### src/rtl/cpu_types_pkg.sv
// Shared CPU-side types: RAM port handshake states and memory arbiter states.
package cpu_types_pkg;

  // Handshake state reported by the RAM port.
  typedef enum logic [1:0] {
    FREE   = 2'd0,
    BUSY   = 2'd1,
    ACCESS = 2'd2,
    ERROR  = 2'd3
  } ramstate_t;

  // Memory arbiter ownership of the RAM port.
  typedef enum logic [1:0] {
    IDLE  = 2'd0,
    D_ACT = 2'd1,
    I_ACT = 2'd2
  } arb_state_t;

  // Default number of consecutive data grants tolerated while a fetch waits.
  localparam int ARB_STARVE_MAX_DEF = 4;

endpackage : cpu_types_pkg

### src/rtl/arb_starve_ctr.sv
// Saturating count of data grants taken while the instruction side waits.
// starved_o is raised once the count reaches LIMIT; clear wins over increment.
module arb_starve_ctr
  import cpu_types_pkg::*;
#(
  parameter int  LIMIT = ARB_STARVE_MAX_DEF,
  localparam int CW    = $clog2(LIMIT + 1)
) (
  input  logic CLK,
  input  logic nRST,
  input  logic inc_i,
  input  logic clr_i,
  output logic starved_o
);

  logic [CW-1:0] count_q, count_d;

  // Next count: clear, or increment without ever passing LIMIT.
  always_comb begin
    count_d = count_q;
    if (clr_i) begin
      count_d = '0;
    end else if (inc_i && (count_q < CW'(LIMIT))) begin
      count_d = count_q + CW'(1);
    end
  end

  // Count register.
  // NOTE: asynchronous active-low reset; every flop here uses <= so all
  // registers sample the same pre-edge values.
  always_ff @(posedge CLK or negedge nRST) begin
    if (!nRST) count_q <= '0;
    else       count_q <= count_d;
  end

  assign starved_o = (count_q >= CW'(LIMIT));

endmodule : arb_starve_ctr

### src/rtl/mem_arbiter.sv
// Arbiter for the single RAM port shared by the icache (word fetches) and the
// dcache (two-word block fills/write-backs, offset 0 then 1). The data side has
// priority; after STARVE_MAX consecutive data grants with a fetch pending, the
// next grant taken at a burst boundary goes to the instruction side.
// Optional build macro MEMARB_STATS_EN adds stat_dacc/stat_iacc/stat_err.
module mem_arbiter
  import cpu_types_pkg::*;
#(
  parameter int WORD_W     = 32,
  parameter int STARVE_MAX = ARB_STARVE_MAX_DEF
) (
  input  logic              CLK,
  input  logic              nRST,
  input  logic              iREN,
  input  logic [WORD_W-1:0] iaddr,
  output logic              iwait,
  output logic [WORD_W-1:0] iload,
  input  logic              dREN,
  input  logic              dWEN,
  input  logic [WORD_W-1:0] daddr,
  input  logic [WORD_W-1:0] dstore,
  output logic              dwait,
  output logic [WORD_W-1:0] dload,
  output logic              ramREN,
  output logic              ramWEN,
  output logic [WORD_W-1:0] ramaddr,
  output logic [WORD_W-1:0] ramstore,
  input  logic [WORD_W-1:0] ramload,
  input  logic [1:0]        ramstate
`ifdef MEMARB_STATS_EN
  ,
  output logic [31:0]       stat_dacc,
  output logic [31:0]       stat_iacc,
  output logic [31:0]       stat_err
`endif
);

  arb_state_t state_q, state_d;
  logic       lock_q, lock_d;
  logic       ctr_inc, ctr_clr, starved;
  logic       data_req;
  ramstate_t  rs;

  assign rs       = ramstate_t'(ramstate);
  assign data_req = dREN | dWEN;

  arb_starve_ctr #(.LIMIT(STARVE_MAX)) u_starve (
    .CLK      (CLK),
    .nRST     (nRST),
    .inc_i    (ctr_inc),
    .clr_i    (ctr_clr),
    .starved_o(starved)
  );

  // Next state, burst lock and all port outputs.
  // NOTE: every output gets a default before the case so no path leaves a
  // value unassigned and no latch is inferred.
  always_comb begin
    state_d  = state_q;
    lock_d   = lock_q;
    ctr_inc  = 1'b0;
    ctr_clr  = 1'b0;
    ramREN   = 1'b0;
    ramWEN   = 1'b0;
    ramaddr  = '0;
    ramstore = '0;
    iwait    = 1'b1;
    iload    = '0;
    dwait    = 1'b1;
    dload    = '0;

    case (state_q)
      IDLE: begin
        // Starvation only matters between bursts; the lock keeps the
        // instruction side out regardless of the count.
        if (data_req && (!iREN || !starved || lock_q)) begin
          state_d = D_ACT;
        end else if (iREN && !lock_q) begin
          state_d = I_ACT;
        end
      end

      D_ACT: begin
        if (!data_req) begin
          state_d = IDLE;
          lock_d  = 1'b0;
        end else begin
          ramaddr  = daddr;
          ramstore = dstore;
          ramWEN   = dWEN;
          ramREN   = dREN & ~dWEN;
          if (rs == ACCESS) begin
            dwait = 1'b0;
            dload = ramload;
            if (!daddr[2]) begin
              lock_d = 1'b1;
            end else begin
              lock_d  = 1'b0;
              state_d = IDLE;
              ctr_inc = iREN;
            end
          end
        end
      end

      I_ACT: begin
        if (!iREN) begin
          state_d = IDLE;
        end else begin
          ramREN  = 1'b1;
          ramaddr = iaddr;
          if (rs == ACCESS) begin
            iwait   = 1'b0;
            iload   = ramload;
            ctr_clr = 1'b1;
            state_d = IDLE;
          end
        end
      end

      default: state_d = IDLE;
    endcase
  end

  // State and burst lock registers.
  always_ff @(posedge CLK or negedge nRST) begin
    if (!nRST) begin
      state_q <= IDLE;
      lock_q  <= 1'b0;
    end else begin
      state_q <= state_d;
      lock_q  <= lock_d;
    end
  end

`ifdef MEMARB_STATS_EN
  logic [31:0] stat_dacc_q, stat_iacc_q, stat_err_q;
  logic        d_done, i_done, err_cyc;

  assign d_done  = (state_q == D_ACT) && data_req && (rs == ACCESS);
  assign i_done  = (state_q == I_ACT) && iREN && (rs == ACCESS);
  assign err_cyc = (state_q != IDLE) && (rs == ERROR);

  // Wrapping event counters for completed words and error cycles.
  always_ff @(posedge CLK or negedge nRST) begin
    if (!nRST) begin
      stat_dacc_q <= '0;
      stat_iacc_q <= '0;
      stat_err_q  <= '0;
    end else begin
      if (d_done)  stat_dacc_q <= stat_dacc_q + 32'd1;
      if (i_done)  stat_iacc_q <= stat_iacc_q + 32'd1;
      if (err_cyc) stat_err_q  <= stat_err_q + 32'd1;
    end
  end

  assign stat_dacc = stat_dacc_q;
  assign stat_iacc = stat_iacc_q;
  assign stat_err  = stat_err_q;
`endif

endmodule : mem_arbiter
### config.mk
export PLATFORM = sky130hd
export DESIGN_NAME = mem_arbiter
export DESIGN_NICKNAME = d
export VERILOG_FILES = /design/src/rtl/cpu_types_pkg.sv /design/src/rtl/arb_starve_ctr.sv /design/src/rtl/mem_arbiter.sv
export SDC_FILE = /design/constraint.sdc
export NUM_CORES = 1
export LEC_CHECK = 0
export CAP_MARGIN = 15
export CORE_AREA = 5 5 100 102
export CTS_BUF_LIST = sky130_fd_sc_hd__clkbuf_8 sky130_fd_sc_hd__clkbuf_16
export CTS_CLUSTER_DIAMETER = 50
export DETAILED_ROUTE_END_ITERATION = 10
export DIE_AREA = 0 0 105 107
export HOLD_SLACK_MARGIN = 0.08
export MAX_ROUTING_LAYER = met4
export PLACE_DENSITY = 0.68
export SLEW_MARGIN = 40
export SYNTH_ARGS = -nofsm -noshare
export SYNTH_HDL_FRONTEND = slang
export SYNTH_SLANG_ARGS = --single-unit
### constraint.sdc
create_clock -name CLK -period 2 [get_ports CLK]
set_input_delay 0.2 -clock CLK [delete_from_list [all_inputs] [get_ports CLK]]
set_output_delay 0.2 -clock CLK [all_outputs]
set_load 0.005 [all_outputs]
### Word-level counts from Yosys, hierarchy flattened

Index checks and enable logic that the tools add are counted.

| word-level totals | value |
|---|---|
| register bits after elaboration | 6 |
| bits in latches | 0 |
| memory bits (writable) | 0 |
| ROM bits | 0 |
| input port bits | 135 |
| output and inout port bits | 132 |
| logic and storage cells | 69 |
| memories kept | 0 |

| operators by class | value |
|---|---|
| add/sub/neg operators | 1 |
| $mul | 0 |
| divide/modulo/power cells | 0 |
| magnitude comparators | 2 |
| equality and inequality tests | 8 |
| shift operators | 0 |
| mux-type cells | 40 |
| bitwise gates (word level) | 3 |
| reduce and logical (&&, ||, !) cells | 12 |

Operators by type and width:

| cell | count |
|---|---|
| two-way mux 32 bit | 9 |
| case mux 32 bit (2 select lines) | 1 |
| two-way mux 1 bit | 19 |
| two-way mux 2 bit | 7 |
| inequality test 3 bit (second input constant) | 4 |
| two-way mux 3 bit | 2 |
| case mux 2 bit (3 select lines) | 1 |
| == test 2 bit (second input constant) | 2 |
| AND reduction 4 bit | 1 |
| adder 3 x 1 -> 3 bit (second input constant) | 1 |
| greater-or-equal comparator 3 bit (second input constant) | 1 |
| logical AND 1 bit | 3 |
| logical NOT 1 bit | 3 |
| < comparator 3 bit (second input constant) | 1 |
| == test 2 x 1 -> 1 bit (second input constant) | 1 |
| logical NOT 2 bit | 1 |
| logical OR 1 bit | 2 |
| inequality test 2 x 1 -> 1 bit (second input constant) | 1 |
| case mux 1 bit (2 select lines) | 1 |
| AND reduction 2 bit | 1 |
| nonzero test 2 bit | 1 |
| AND 1 bit | 1 |
| NOT 1 bit | 1 |
| bitwise OR 1 bit | 1 |

### Depth between registers and ports, before layout

Gate-level depths: netlist of run 1.

| logic depth | value |
|---|---|
| depth in word-level cells | 7 |
| depth in mapped cells | 7 |

### Modules after synthesis

From an unflattened synthesis of run 1, not the netlist that was laid out.

| second synthesis, totals | value |
|---|---|
| cell total of the unflattened synthesis | 233 |
| area total of the unflattened synthesis | 1657.8 µm² |

Modules (own cells, without submodules):

| module | times used | cells each | area each (µm²) | seq. area each (µm²) |
|---|---|---|---|---|
| mem_arbiter | 1 | 217 | 1480.2 | 75.1 |
| arb_starve_ctr | 1 | 16 | 177.7 | 75.1 |

### Worst setup path after synthesis of run 1

OpenSTA, ideal clock, no wires.

| timing | value |
|---|---|
| path type | reg2out |
| start | register state_q[1] |
| end | output port ramaddr[0] |
| arrival | 1321 ps |
| required time | 1800 ps |
| slack | 479 ps |
| stages on the path, launching flop included | 7 |
| buffers on the path | 1 |
| cell sequence | dfrtp_1 -> inv_1 -> ha_1 -> o21a_1 -> clkbuf_1 -> a22oi_1 -> nor2b_1 |

| on the way | value |
|---|---|
| longest elaborated chain between the ends | 2 |
| elaborated cells on any way between the ends | 3 |
| classes of those cells | 2 x eq/ne; 1 x mux |

RTL lines:

| item | line | text |
|---|---|---|
| from (decl) | mem_arbiter.sv:38 | `arb_state_t state_q, state_d;` |
| from (signal assigned) | mem_arbiter.sv:131 | `state_q <= state_d;` |
| == test 2 bit or == test 2 x 1 -> 1 bit (tied branches) | mem_arbiter.sv:72 | `case (state_q)` |
| case mux 32 bit (2 select lines) (*) | mem_arbiter.sv:72 |  |
| to (decl) | mem_arbiter.sv:26 | `output logic [WORD_W-1:0] ramaddr,` |

Every way passes the cells marked *; elsewhere a longest branch is shown, timed or not.

### Worst setup path after layout of run 1

| timing | value |
|---|---|
| start | register state_q[0] |
| end | output port iwait |

| on the way | value |
|---|---|
| longest elaborated chain between the ends | 2 |

RTL lines:

| item | line | text |
|---|---|---|
| == test 2 bit | mem_arbiter.sv:72 |  |
| two-way mux 1 bit | mem_arbiter.sv:72 |  |
| to (decl) | mem_arbiter.sv:16 | `output logic iwait,` |

Every way passes these cells.

==> results of run 1 <==
-- cell usage in the layout, fill, tap and decap left out, types with 2 or more instances in the layout --
cell               n
a21oi_1            2
a22oi_1           24
a22oi_2            8
and2_1            98
buf_12             6
buf_2              3
buf_4             17
buf_6              4
buf_8              2
clkbuf_2           6
clkbuf_8           3
clkdlybuf4s15_1   10
clkdlybuf4s50_1  136
dfrtp_1            6
dlygate4sd2_1    110
ha_4               2
inv_1              5
nand2_1            3
nor2_1             4
nor2b_1           33
-- cell usage after synthesis --
| library cell | number |
|---|---|
| inv_1 | 6 |
| a21oi_1 | 2 |
| nor2_1 | 4 |
| xnor2_1 | 1 |
| clkbuf_1 | 6 |
| o21ai_1 | 1 |
| dfrtp_1 | 6 |
| nor3b_1 | 1 |
| nand2_1 | 4 |
| a21boi_1 | 1 |
| o211ai_1 | 1 |
| nor4_4 | 1 |
| buf_4 | 3 |
| nand4b_1 | 1 |
| o21a_1 | 1 |
| a22oi_1 | 32 |
| mux2i_1 | 1 |
| nor2b_1 | 33 |
| ha_1 | 4 |
| o21ai_2 | 1 |
| nand3b_1 | 1 |
| buf_2 | 11 |
| nor2_2 | 2 |
| o21ai_0 | 1 |
| a22oi_4 | 1 |
| nand2b_4 | 1 |
| nand3_1 | 1 |
| o22ai_1 | 1 |
| and2_1 | 99 |
| a41oi_1 | 1 |
-- power by group --
part           switching [mW]  internal [mW]
Combinational            1.01           1.57
Sequential             0.0332          0.167
Clock                  0.0568          0.130
Total                    1.10           1.87
-- area by class of cell --
type                    count  area share
well taps                 111      0.0300
clock buffers               3     0.00893
flip-flops and latches      6      0.0325
inverters                   6     0.00487
multi-input cells         197       0.306
repair buffers            297       0.618
-- registers in the layout, indices dropped and copies added, names as in the netlist --
signal            flops
state_q               2
lock_q                1
u_starve.count_q      3
-- repair_timing --
| action | in CTS | in global routing |
|---|---|---|
| setup endpoints to repair | 131 | 25 |
| cloned | 1 | 1 |
| pin swaps | 1 | 0 |
| resized for setup | 161 | 28 |
| buffers inserted | 10 | 0 |
-- worst max-delay path, delay by kind of cell, from the launching register on --
family	cells	cell delay [ns]
AND/OR/NAND/NOR	2	0.22
adder cells (fa/ha/maj)	1	0.19
flip-flops	1	0.39
buffers and inverters	4	0.72
-- metal layers --
layer	part of all wire	vias to the layer above	global-route usage
li1	-	1316	-
met4	0.016	0	0.0356
met2	0.51	161	0.307
met3	0.077	12	0.0500
met1	0.40	1215	0.188
met5	0	-	-
-- worst max-delay path by stage --
stage	startpoint	to	slack (ns)	cells after the start
floorplan	state_q[1]$_DFFE_PN0P_	ramaddr[0]	0.48	6
global placement	iREN	iload[18]	-0.11	6
detailed placement	dWEN	ramaddr[13]	-0.13	6
CTS	state_q[0]$_DFFE_PN0P_	ramaddr[5]	0.0005	8
global route	state_q[0]$_DFFE_PN0P_	iwait	-0.03	7
finish	state_q[0]$_DFFE_PN0P_	iwait	0.05	7
-- logic make-up (layout without fill, tap and decap cells) --
group                    count (synthesis)  in the layout
adder cells (fa/ha/maj)                  4              4
XOR/XNOR                                 1              1
multiplexers                             1              1
buffers and inverters                   26            306
AND/OR/NAND/NOR                        148            148
AO/OA/AOI/OAI                           43             43
flip-flops                               6              6
==> results.ini, run 1 <==
[global_route]
grt_max_degree=35
grt_pass1_wl_um=14900
grt_overflow=0
grt_usage=0.171
grt_pass1_vias=2749
antenna_found_initial=0

[clock_network]
cts_max_level=1
cts_buffers=3
clk_pin_slew_ns=0.04
clock-root-buffer=clkbuf_8
cts_tree=built
cts_max_path_buffers=2
insertion_delay_ns=0.23
ctsHoldBuffers=0
cts_num_sinks=6

[detailed_routing]
wirelength_um=10300
avgRoutedWirePerCell_um=16.6
drc=0
drt_iter0_markers=87
dr.pass1.iters=4
drtAntennaViolNets=0
via_per_inst=4.36
dr_total_vias=2704

[synthesis]
yosysWarnings=0
muxShareOfSynthArea=0.00625
synth_nets=368
synth_compound_area_frac=0.205
syn_inst=229
yosysTopAreaCell=and2_1
synth_top_area_frac=0.387
yosysUniqueCellTypes=30
synth.area.top_cells=and2_1, a22oi_1, nor2b_1
synth_fa_ha_area_frac=0.0313
syn_area_um2=1600
synth_top_family_by_area=simple AND/OR/NAND/NOR gates
synth.ff_latch_count=6
ys_seq_area_frac=0.0938
synthXorXnorAreaFrac=0.00547
synth-simple-area-share=0.582
syn_avg_cell_area_um2=6.99

[die]
die_area_um2=11200
std_cell_rows=35
start_util=0.178
core_um2=9020
die_h_um=107
die_w_um=105
io_pins=267

[timing]
slew_headroom=0.802
min_period_ns=1.95
rsz0062_at_grt=yes
fin_skew_ns=0.00332
slew_violations=0
whs_ns=0.226
worstMarginPinSlew_ns=0.296
period_share=0.974
fin_setup_tns_ns=0
max_freq_mhz=514
setup_viol=0
setup_slack_ns=0.0528
finalHoldViolations=0

[setup_path]
critPathRequiredTime_ns=1.80
worstSetupPathType=reg2out
rr_startpoint=state_q[0]$_DFFE_PN0P_
reg2reg_to=state_q[1]$_DFFE_PN0P_
path_max_fanout=17
crit_slowest_cell=clkdlybuf4s50_1
critPathMaxStageDelay_ns=0.44
crit_path_start_kind=flip-flop
cp-end-kind=output port
cp_common_cell=inv_1
r2r_slack_ns=0.33
crit_arrival_ns=1.75
crit_path_cell_trace=inv_1 > ha_2 > nand2_2 > nor2_4 > buf_8 > inv_1 > clkdlybuf4s50_1
r2r_cells=8

[placed_design]
dp_hpwl_um=8630
placed_cell_area_um2=4520
numPortBuffers=266
place.gp.congestion=0.834
dp_slack_ns=-0.128
dp.cells=605

[layout]
fin_nets=650
design_area_um2=4620
area.sequential_um2=150
drive_gt1_frac=0.126
finalNonFillerCells=620
fill_cells=908
insertedDiodeCount=0
syn2layout_area_growth_pct=189
multiInputGateArea_um2=1410
final_core_util=0.513

[status]
status=complete, no violations

[power]
power_density_nw_per_um2=642
finalPower_mw=2.97
p_leak_nw=2.30
ir_worst_vdd_uv=276

[hold_path]
hp-class=in2async

[job]
drv_cap=0

(Power assumes the default switching activity.)
==> inputs of run 2 (changes only) <==
==> constraint.sdc (replaced) <==
create_clock -name CLK -period 2 [get_ports CLK]
set_input_delay 0.2 -clock CLK [delete_from_list [all_inputs] [get_ports CLK]]
set_output_delay 0.2 -clock CLK [all_outputs]
set_load 0.02 [all_outputs]
==> run 2 against run 1 <==
Effect of this change:
- wire length fell by 0.92%
- combinational power rose by 7.8%
- critical path type unchanged
- clock power fell by 3%
- setup slack improved by 0.025 ns
==> results.ini, run 2 (synthesis gave the netlist of run 1 again) <==
[status]
status=complete, no violations

[placed_design]
place.gp.congestion=0.841
dp_slack_ns=-0.217
numPortBuffers=266
dp_hpwl_um=8510

[detailed_routing]
drc=0
drt_iter0_markers=144
via_per_inst=4.48
avgRoutedWirePerCell_um=16.7
dr.pass1.iters=4
wirelength_um=10200
drtAntennaViolNets=0
dr_total_vias=2740

[layout]
largest_reg_flops=3
syn2layout_area_growth_pct=168
final_common_cell=clkdlybuf4s50_1
reg_top3=u_starve.count_q (3), state_q (2), lock_q (1)
fin_nets=641
drive_gt1_frac=0.312
insertedDiodeCount=0
regMostFlops=u_starve.count_q
final_cell_mix=clkdlybuf4s50_1, and2_1, clkbuf_2, clkdlybuf4s15_2, nor2b_1

[timing]
fin_skew_ns=0.000293
rsz0062_at_grt=yes
setup_slack_ns=0.0776
finalHoldViolations=0
period_share=0.961
fin_setup_tns_ns=0
worstMarginPinSlew_ns=0.326
setup_viol=0
slew_violations=0
max_freq_mhz=520
slew_headroom=0.782
min_period_ns=1.92

[clock_network]
cts_max_path_buffers=2
insertion_delay_ns=0.22
cts_buffers=3
clk_pin_slew_ns=0.04
clock-root-buffer=clkbuf_8
cts_num_sinks=6
ctsHoldBuffers=0
cts_tree=built
cts_max_level=1

[die]
core_um2=9020
die_h_um=107
die_area_um2=11200
std_cell_rows=35
die_w_um=105
start_util=0.178
io_pins=267

[global_route]
grtUsageMet3=0.0415
grt_pass1_vias=2778
grt_pass1_wl_um=14700
gr-usage-met1=0.185
grt_overflow=0
antenna_found_initial=0
grt_usage=0.168
grt_use_met2=0.300
grt_max_degree=35
grt.busiest_layer=met2

[setup_path]
worstSetupPathType=reg2out
critPathMaxStageDelay_ns=0.37
crit_slowest_cell=dfrtp_1
crit_path_start_kind=flip-flop
path_max_fanout=15
critPathRequiredTime_ns=1.80
cp-end-kind=output port
cpLargestDelayFamily=buffers and inverters
crit_path_cell_trace=inv_1 > ha_2 > o21a_4 > clkbuf_16 > a22oi_1 > nor2b_1 > clkdlybuf4s15_2
crit_arrival_ns=1.72
critPathBufInv=3

[power]
seqPwrFrac=0.064
internal_power_mw=1.67
ir_worst_vdd_uv=257
power_density_nw_per_um2=736
p_clk_frac=0.057
power_frac_comb=0.879
p_sw_mw=1.49
p_leak_nw=1.88
switching_share=0.472

[hold_path]
hp-class=in2async

[job]
drv_cap=0

## run 2: cell types whose count changed in the layout (fill, tap and decap cells not counted), moves of 6 or more
| cell | previous run | this run |
|---|---|---|
| dlygate4sd2_1 | 110 | 3 |
| clkbuf_2 | 6 | 59 |
| clkdlybuf4s15_2 | 0 | 36 |
| buf_2 | 3 | 25 |
| a22oi_1 | 24 | 30 |
| a22oi_2 | 8 | 2 |
| buf_4 | 17 | 11 |
## run 2: what timing repair did
action | 4_1_cts | 5_1_grt
gates cloned | 0 | 2
pin swaps | 0 | 2
buffers inserted | 0 | 0
endpoints found under the setup margin | 131 | 129
gates resized for setup | 294 | 122
## run 2: cell type report
| cell class | instances | area [um^2] |
|---|---|---|
| fill | 910 | 4730 |
| timing repair buffer | 288 | 2580 |
| multi-input combinational | 197 | 1360 |
| sequential | 6 | 150 |
| tap | 111 | 139 |
| clock buffer | 3 | 41.3 |
| inverter | 6 | 22.5 |
## run 2: power groups by stage
stage          combinational, mW  sequential (mW)  clock [mW]
4_1_cts                     2.81            0.202       0.185
2_1_floorplan               1.49            0.193           0
5_1_grt                     2.98            0.210       0.195
3_5_place_dp                2.96            0.203           0
6_report                    2.78            0.202       0.181
3_3_place_gp                2.91            0.198           0
## run 2: per-stage QoR
stage | cells | hold WS (ns) | util | area, um^2 | total power [mW]
5_1_grt | 611 | 0.256 | 0.476 | 4290 | 3.39
6_report | 611 | 0.245 | 0.476 | 4290 | 3.16
3_5_place_dp | 606 | 0.486 | 0.502 | 4530 | 3.16
2_1_floorplan | 229 | -0.0956 | - | 1600 | 1.68
3_3_place_gp | 606 | 0.467 | 0.502 | 4530 | 3.11
4_1_cts | 609 | 0.252 | 0.512 | 4620 | 3.20
## run 2: final timing paths
check	startpoint	endpoint	slack, ns	cells past startpoint
max in group asynchronous	nRST	state_q[1]$_DFFE_PN0P_	1.51	1
hold / removal	nRST	u_starve.count_q[2]$_DFFE_PN0P_	0.24	1
setup reg to reg	state_q[1]$_DFFE_PN0P_	u_starve.count_q[1]$_DFFE_PN0P_	0.37	7
min in group CLK	u_starve.count_q[1]$_DFFE_PN0P_	u_starve.count_q[1]$_DFFE_PN0P_	0.55	2
hold reg to reg	u_starve.count_q[1]$_DFFE_PN0P_	u_starve.count_q[1]$_DFFE_PN0P_	0.55	2
setup / recovery	state_q[1]$_DFFE_PN0P_	ramaddr[22]	0.08	7
## run 2: layer usage
layer  vias up  share of wire  wire length (um)
met5         -              0                 0
met4         0          0.017               174
met3        12          0.086               882
met2       178           0.51              5250
met1      1245           0.38              3920
li1       1305              -                 -
